==> src/rtl/arbiter_game_referee_pkg.sv <==
// Shared definitions for the match referee: state encodings, default timing
// constants and the per-cycle round event classifier.
package arbiter_game_referee_pkg;

    localparam logic [2:0] ST_IDLE      = 3'd0;
    localparam logic [2:0] ST_ARM       = 3'd1;
    localparam logic [2:0] ST_PLAY      = 3'd2;
    localparam logic [2:0] ST_PAUSE     = 3'd3;
    localparam logic [2:0] ST_MATCH_END = 3'd4;

    localparam int unsigned DEF_ROUNDS_TO_WIN = 3;
    localparam int unsigned DEF_SCORE_W       = 2;
    localparam int unsigned DEF_PAUSE_CYCLES  = 12_000_000;
    localparam int unsigned DEF_PAUSE_W       = 24;

    typedef struct packed {
        logic hit;
        logic point1;
        logic point2;
        logic foul1;
        logic foul2;
    } round_eval_t;

    // False starts during the countdown outrank grants; a tie is a void round.
    function automatic round_eval_t eval_round(
        input logic cd_active,
        input logic req1,
        input logic req2,
        input logic gnt1,
        input logic gnt2
    );
        round_eval_t r;
        r = '0;
        if (cd_active && (req1 || req2)) begin
            r.hit    = 1'b1;
            r.foul1  = req1;
            r.foul2  = req2;
            r.point1 = req2 && !req1;
            r.point2 = req1 && !req2;
        end else if (!cd_active && (gnt1 || gnt2)) begin
            r.hit    = 1'b1;
            r.point1 = gnt1 && !gnt2;
            r.point2 = gnt2 && !gnt1;
        end
        return r;
    endfunction

endpackage

==> src/rtl/referee_pause_timer.sv <==
// Loadable down-counter timing the pause between rounds.
module referee_pause_timer
    import arbiter_game_referee_pkg::*;
#(
    parameter int unsigned PAUSE_CYCLES = DEF_PAUSE_CYCLES,
    parameter int unsigned PAUSE_W      = DEF_PAUSE_W
) (
    input  logic clk,
    input  logic rst_in_n,
    input  logic load,
    input  logic en,
    output logic done
);

    logic [PAUSE_W-1:0] count_q;

    always_ff @(posedge clk) begin
        if (!rst_in_n) begin
            count_q <= '0;
        end else if (load) begin
            count_q <= PAUSE_W'(PAUSE_CYCLES);
        end else if (en && (count_q != '0)) begin
            count_q <= count_q - PAUSE_W'(1);
        end
    end

    assign done = en && (count_q == PAUSE_W'(1));

endmodule

==> src/rtl/arbiter_game_referee.sv <==
// Match-level referee: sequences game FSM rounds, scores them, flags false
// starts and declares the first player to ROUNDS_TO_WIN the match winner.
module arbiter_game_referee
    import arbiter_game_referee_pkg::*;
#(
    parameter int unsigned ROUNDS_TO_WIN = DEF_ROUNDS_TO_WIN,
    parameter int unsigned SCORE_W       = DEF_SCORE_W,
    parameter int unsigned PAUSE_CYCLES  = DEF_PAUSE_CYCLES,
    parameter int unsigned PAUSE_W       = DEF_PAUSE_W
) (
    input  logic               clk,
    input  logic               rst_in_n,
    input  logic               start_in,
    input  logic               req1,
    input  logic               req2,
    input  logic               cd_active_in,
    input  logic               gnt1_in,
    input  logic               gnt2_in,
    output logic               game_rst_n_out,
    output logic [SCORE_W-1:0] score1_out,
    output logic [SCORE_W-1:0] score2_out,
    output logic               foul1_out,
    output logic               foul2_out,
    output logic               match_win1_out,
    output logic               match_win2_out,
    output logic               busy_out
);

    localparam logic [SCORE_W-1:0] WIN_SCORE = SCORE_W'(ROUNDS_TO_WIN);

    logic [2:0]         state_q;
    logic [2:0]         state_nxt;
    logic [SCORE_W-1:0] score1_nxt;
    logic [SCORE_W-1:0] score2_nxt;
    logic               foul1_nxt;
    logic               foul2_nxt;
    logic               win1_nxt;
    logic               win2_nxt;
    logic               busy_nxt;
    logic               game_rst_n_nxt;
    logic               pause_load_c;
    logic               pause_en_c;
    logic               pause_done_c;
    round_eval_t        ev_c;

    function automatic logic [SCORE_W-1:0] sat_inc(input logic [SCORE_W-1:0] s);
        return (s >= WIN_SCORE) ? WIN_SCORE : s + SCORE_W'(1);
    endfunction

    assign pause_en_c = (state_q == ST_PAUSE);

    referee_pause_timer #(
        .PAUSE_CYCLES (PAUSE_CYCLES),
        .PAUSE_W      (PAUSE_W)
    ) u_pause_timer (
        .clk      (clk),
        .rst_in_n (rst_in_n),
        .load     (pause_load_c),
        .en       (pause_en_c),
        .done     (pause_done_c)
    );

    // State and output registers.
    always_ff @(posedge clk) begin
        if (!rst_in_n) begin
            state_q        <= ST_IDLE;
            score1_out     <= '0;
            score2_out     <= '0;
            foul1_out      <= 1'b0;
            foul2_out      <= 1'b0;
            match_win1_out <= 1'b0;
            match_win2_out <= 1'b0;
            busy_out       <= 1'b0;
            game_rst_n_out <= 1'b0;
        end else begin
            state_q        <= state_nxt;
            score1_out     <= score1_nxt;
            score2_out     <= score2_nxt;
            foul1_out      <= foul1_nxt;
            foul2_out      <= foul2_nxt;
            match_win1_out <= win1_nxt;
            match_win2_out <= win2_nxt;
            busy_out       <= busy_nxt;
            game_rst_n_out <= game_rst_n_nxt;
        end
    end

    // Next-state and next-output logic.
    always_comb begin
        state_nxt    = state_q;
        score1_nxt   = score1_out;
        score2_nxt   = score2_out;
        foul1_nxt    = foul1_out;
        foul2_nxt    = foul2_out;
        win1_nxt     = match_win1_out;
        win2_nxt     = match_win2_out;
        pause_load_c = 1'b0;
        ev_c         = eval_round(cd_active_in, req1, req2, gnt1_in, gnt2_in);

        case (state_q)
            ST_IDLE, ST_MATCH_END: begin
                if (start_in) begin
                    state_nxt  = ST_ARM;
                    score1_nxt = '0;
                    score2_nxt = '0;
                    foul1_nxt  = 1'b0;
                    foul2_nxt  = 1'b0;
                    win1_nxt   = 1'b0;
                    win2_nxt   = 1'b0;
                end
            end
            ST_ARM: begin
                state_nxt = ST_PLAY;
                foul1_nxt = 1'b0;
                foul2_nxt = 1'b0;
            end
            ST_PLAY: begin
                if (ev_c.hit) begin
                    foul1_nxt = ev_c.foul1;
                    foul2_nxt = ev_c.foul2;
                    if (ev_c.point1) begin
                        score1_nxt = sat_inc(score1_out);
                    end
                    if (ev_c.point2) begin
                        score2_nxt = sat_inc(score2_out);
                    end
                    if (score1_nxt == WIN_SCORE) begin
                        state_nxt = ST_MATCH_END;
                        win1_nxt  = 1'b1;
                    end else if (score2_nxt == WIN_SCORE) begin
                        state_nxt = ST_MATCH_END;
                        win2_nxt  = 1'b1;
                    end else begin
                        state_nxt    = ST_PAUSE;
                        pause_load_c = 1'b1;
                    end
                end
            end
            ST_PAUSE: begin
                if (pause_done_c) begin
                    state_nxt = ST_ARM;
                end
            end
            default: begin
                state_nxt = ST_IDLE;
            end
        endcase

        busy_nxt       = (state_nxt != ST_IDLE) && (state_nxt != ST_MATCH_END);
        game_rst_n_nxt = (state_nxt == ST_PLAY);
    end

endmodule

==> config.mk <==
export PLATFORM = sky130hd
export DESIGN_NAME = arbiter_game_referee
export DESIGN_NICKNAME = d
export VERILOG_FILES = /design/src/rtl/arbiter_game_referee_pkg.sv /design/src/rtl/referee_pause_timer.sv /design/src/rtl/arbiter_game_referee.sv
export SDC_FILE = /design/constraint.sdc
export NUM_CORES = 1
export LEC_CHECK = 0
export BUFFER_PORTS_ARGS = -buffer_cell sky130_fd_sc_hd__buf_2
export CORE_MARGIN = 2
export CORE_UTILIZATION = 44
export CTS_BUF_LIST = sky130_fd_sc_hd__clkbuf_4
export CTS_CLUSTER_DIAMETER = 30
export CTS_CLUSTER_SIZE = 14
export DETAILED_ROUTE_END_ITERATION = 12
export PLACE_DENSITY = 0.65
export SETUP_SLACK_MARGIN = 0.1
export SLEW_MARGIN = 20
export SYNTH_ARGS = -nofsm -noshare
export SYNTH_HDL_FRONTEND = slang
export SYNTH_SLANG_ARGS = --single-unit
==> constraint.sdc <==
create_clock -name clk -period 5.4 [get_ports clk]
set_clock_uncertainty 0.05 [all_clocks]
set_input_delay 0.54 -clock clk [delete_from_list [all_inputs] [get_ports clk]]
set_output_delay 0.54 -clock clk [all_outputs]
set_load 0.05 [all_outputs]
==> flow_summary.json <==
{
  "post-cts-setup-buffer-count": 0,
  "critPathArrivalTime_ns": 2.57,
  "combPwrFrac_pct": 29.1,
  "viasPerCell": 5.810,
  "final_common_cell": "dfxtp_1",
  "synth.area.top_cells": "dfxtp_1 38%, a21oi_1 7.1%, nor2_1 3.6%",
  "dieHeight_microns": 70.76,
  "layout_min_cycle_time_ns": 2.338,
  "criticalPathCategory": "register to register",
  "synthArstFlopShare_pct": 0,
  "drive_gt1_share_pct": 15.64,
  "first_pass_iters": 4,
  "htreeDepth": 2,
  "reg2regPathDepth": 7,
  "drc_errors": 0,
  "ys_seq_elements": 37,
  "hp-class": "input port to register",
  "place_ws_ns": 2.854,
  "n_antenna_cell": 0,
  "fmax_mhz": 427.8,
  "drt-initial-drc-count": 78,
  "intPower_uw": 406.3,
  "worst_ep_required_time_ns": 5.64,
  "postCtsResizedCells": 0,
  "areaGrowthSynthToFinish_pct": 8.168,
  "design.core.area_sq_mm": 0.004324,
  "antenna_found_initial": 0,
  "synthCells": 225,
  "grt_max_degree": 15,
  "ios": 18,
  "synth_top_area_share_pct": 37.78,
  "place_hpwl_microns": 2938,
  "cts-root-buf": "clkbuf_4",
  "grt_pass1_vias": 1513,
  "maxCapViolCount": 0,
  "p_leak_uw": 0.0008182,
  "powerDensity_mw_per_mm2": 305.6,
  "seq_power_share_pct": 49.4,
  "die-area_sq_mm": 0.005006,
  "hold_viol_final": 0,
  "ys_warn_count": 0,
  "cts_hold_buf": 0,
  "cts_tree": "done",
  "setup_violations": 0,
  "start_util_pct": 45.34,
  "cts_buffers": 5,
  "place_congestion": 0.8363,
  "routed_wl_microns": 4043,
  "port_buffers": 17,
  "p_switching_uw": 241.7,
  "grt_pass1_wl_microns": 6948,
  "final_cell_mix": "37 x dfxtp_1, 28 x a21oi_1, 19 x nor2_1, 17 x buf_2",
  "p_clk_share_pct": 21.5,
  "min_period_over_period_pct": 43.29,
  "die_x_microns": 70.76,
  "crit_path_end_kind": "register",
  "ir_drop_mv": 0.1378,
  "insertion_delay_ns": 0.35,
  "slew_headroom_pct": 56.44,
  "gr-total-overflow": 0,
  "swShare_pct": 37.30,
  "grt_use_total_pct": 17.05,
  "via_count": 1714,
  "ys.flop_type": "dfxtp_1",
  "post_drt_wl_per_cell_microns": 13.71,
  "slew_viol_final": 0,
  "rsz0062_at_grt": "false",
  "synth_edf_count": 0,
  "clockBufferDepth": 2,
  "run_status": "finished clean",
  "tightest_slew_ns": 0.6496,
  "fin_nets": 253,
  "yosysTopAreaCell": "dfxtp_1",
  "rrSetupSlack_ns": 3.06,
  "final.setup.worst_slack_ns": 3.062,
  "netlist_area_sq_mm": 0.001961,
  "clk_pin_slew_ns": 0.11,
  "utilization_pct": 49.05,
  "rows": 24,
  "fillers": 455,
  "synth.distinct_cells": 54,
  "ant_nets": 0,
  "worstHoldPathCells": 2,
  "synth.avg_cell_area_sq_um": 8.714,
  "synth_nets": 236,
  "cp_max_fo": 4,
  "crit_path_start_kind": "register",
  "cts.sinks": 37,
  "fin_setup_tns_ns": 0,
  "yosysSeqAreaShare_pct": 37.78
}
-- registers in the layout, summed over array words and instances (netlist names) --
register / cells
score2_out: 2
game_rst_n_out: 1
state_q: 3
busy_out: 1
score1_out: 2
foul1_out: 1
match_win1_out: 1
foul2_out: 1
u_pause_timer.count_q: 24
match_win2_out: 1
-- area by class of cell --
class,count,area (sq um),share of cell area [%]
flip-flops and latches,37,740.7,34.93
inverters,7,26.28,1.239
clock inverters,3,12.51,0.5900
well taps,52,65.06,3.068
repair buffers,17,85.08,4.012
clock buffers,5,37.54,1.770
multi-input cells,174,1154,54.40
-- critical path: stages (launching register included) --
cell and delay, ns:
dfxtp_1 0.35, inv_1 0.12, ha_1 0.24, nor4b_1 0.36
nand3_1 0.16, or4_1 0.53, or3_1 0.33, a21oi_1 0.13
-- metal layers --
layer / up-vias / track usage [%] / wire (microns)
li1: 874 / - / -
met5: - / 0 / 0
met1: 803 / 23.94 / 2024
met4: 0 / 6.918 / 81
met2: 28 / 25.03 / 1781
met3: 9 / 4.274 / 156
-- power by group through the flow --
stage	logic [uW]	clock network (uW)	registers, uW
final	188	139	320
after global routing	209	155	324
after global placement	186	0	326
after detailed placement	187	0	326
after CTS	188	146	320
after floorplan	144	0	334
-- Yosys cell counts, types with 2 or more instances --
master and number:
nor4b_1 4, a21oi_1 28, or3_1 3, nor2_1 19
dfxtp_1 37, nand2_1 8, mux2i_1 3, nor4_1 6
ha_1 3, nor3_1 10, nor2b_1 4, o21ba_2 2
buf_2 2, xnor2_1 6, o31ai_1 7, a22o_1 2
and4_1 3, inv_1 7, xor2_1 4, nand2b_1 10
a221oi_1 2, nand3_1 6, o21ai_0 7, clkbuf_1 3
o21a_1 2, or4_1 8, and3_1 2
-- per-stage QoR --
step | hold WS (ns) | instances | area (sq um) | total power (uW)
finish | 0.4001 | 295 | 2121 | 648.1
global route | 0.4065 | 295 | 2121 | 688.1
CTS | 0.3890 | 295 | 2121 | 653.5
detailed placement | 0.4064 | 287 | 2071 | 513.0
global placement | 0.4101 | 287 | 2071 | 511.8
floorplan | 0.4120 | 225 | 1961 | 477.5
-- worst paths after layout --
path                                          from                                endpoint
max          u_pause_timer.count_q[0]$_SDFFE_PP0P_  u_pause_timer.count_q[22]$_SDFFE_PP0P_
min                                           req1                  foul1_out$_SDFFE_PN0P_
max reg2reg  u_pause_timer.count_q[0]$_SDFFE_PP0P_  u_pause_timer.count_q[22]$_SDFFE_PP0P_
min reg2reg                 foul1_out$_SDFFE_PN0P_                  foul1_out$_SDFFE_PN0P_
-- logic make-up after synthesis --
kind of cell             synth area share [%]
multiplexers                            1.532
buffers and inverters                   3.383
AND/OR/NAND/NOR                         30.70
AO/OA/AOI/OAI                           20.23
flip-flops                              37.78
adder cells (fa/ha/maj)                 1.915
XOR/XNOR                                4.467
Note: power is estimated with default switching activity, not from simulation.
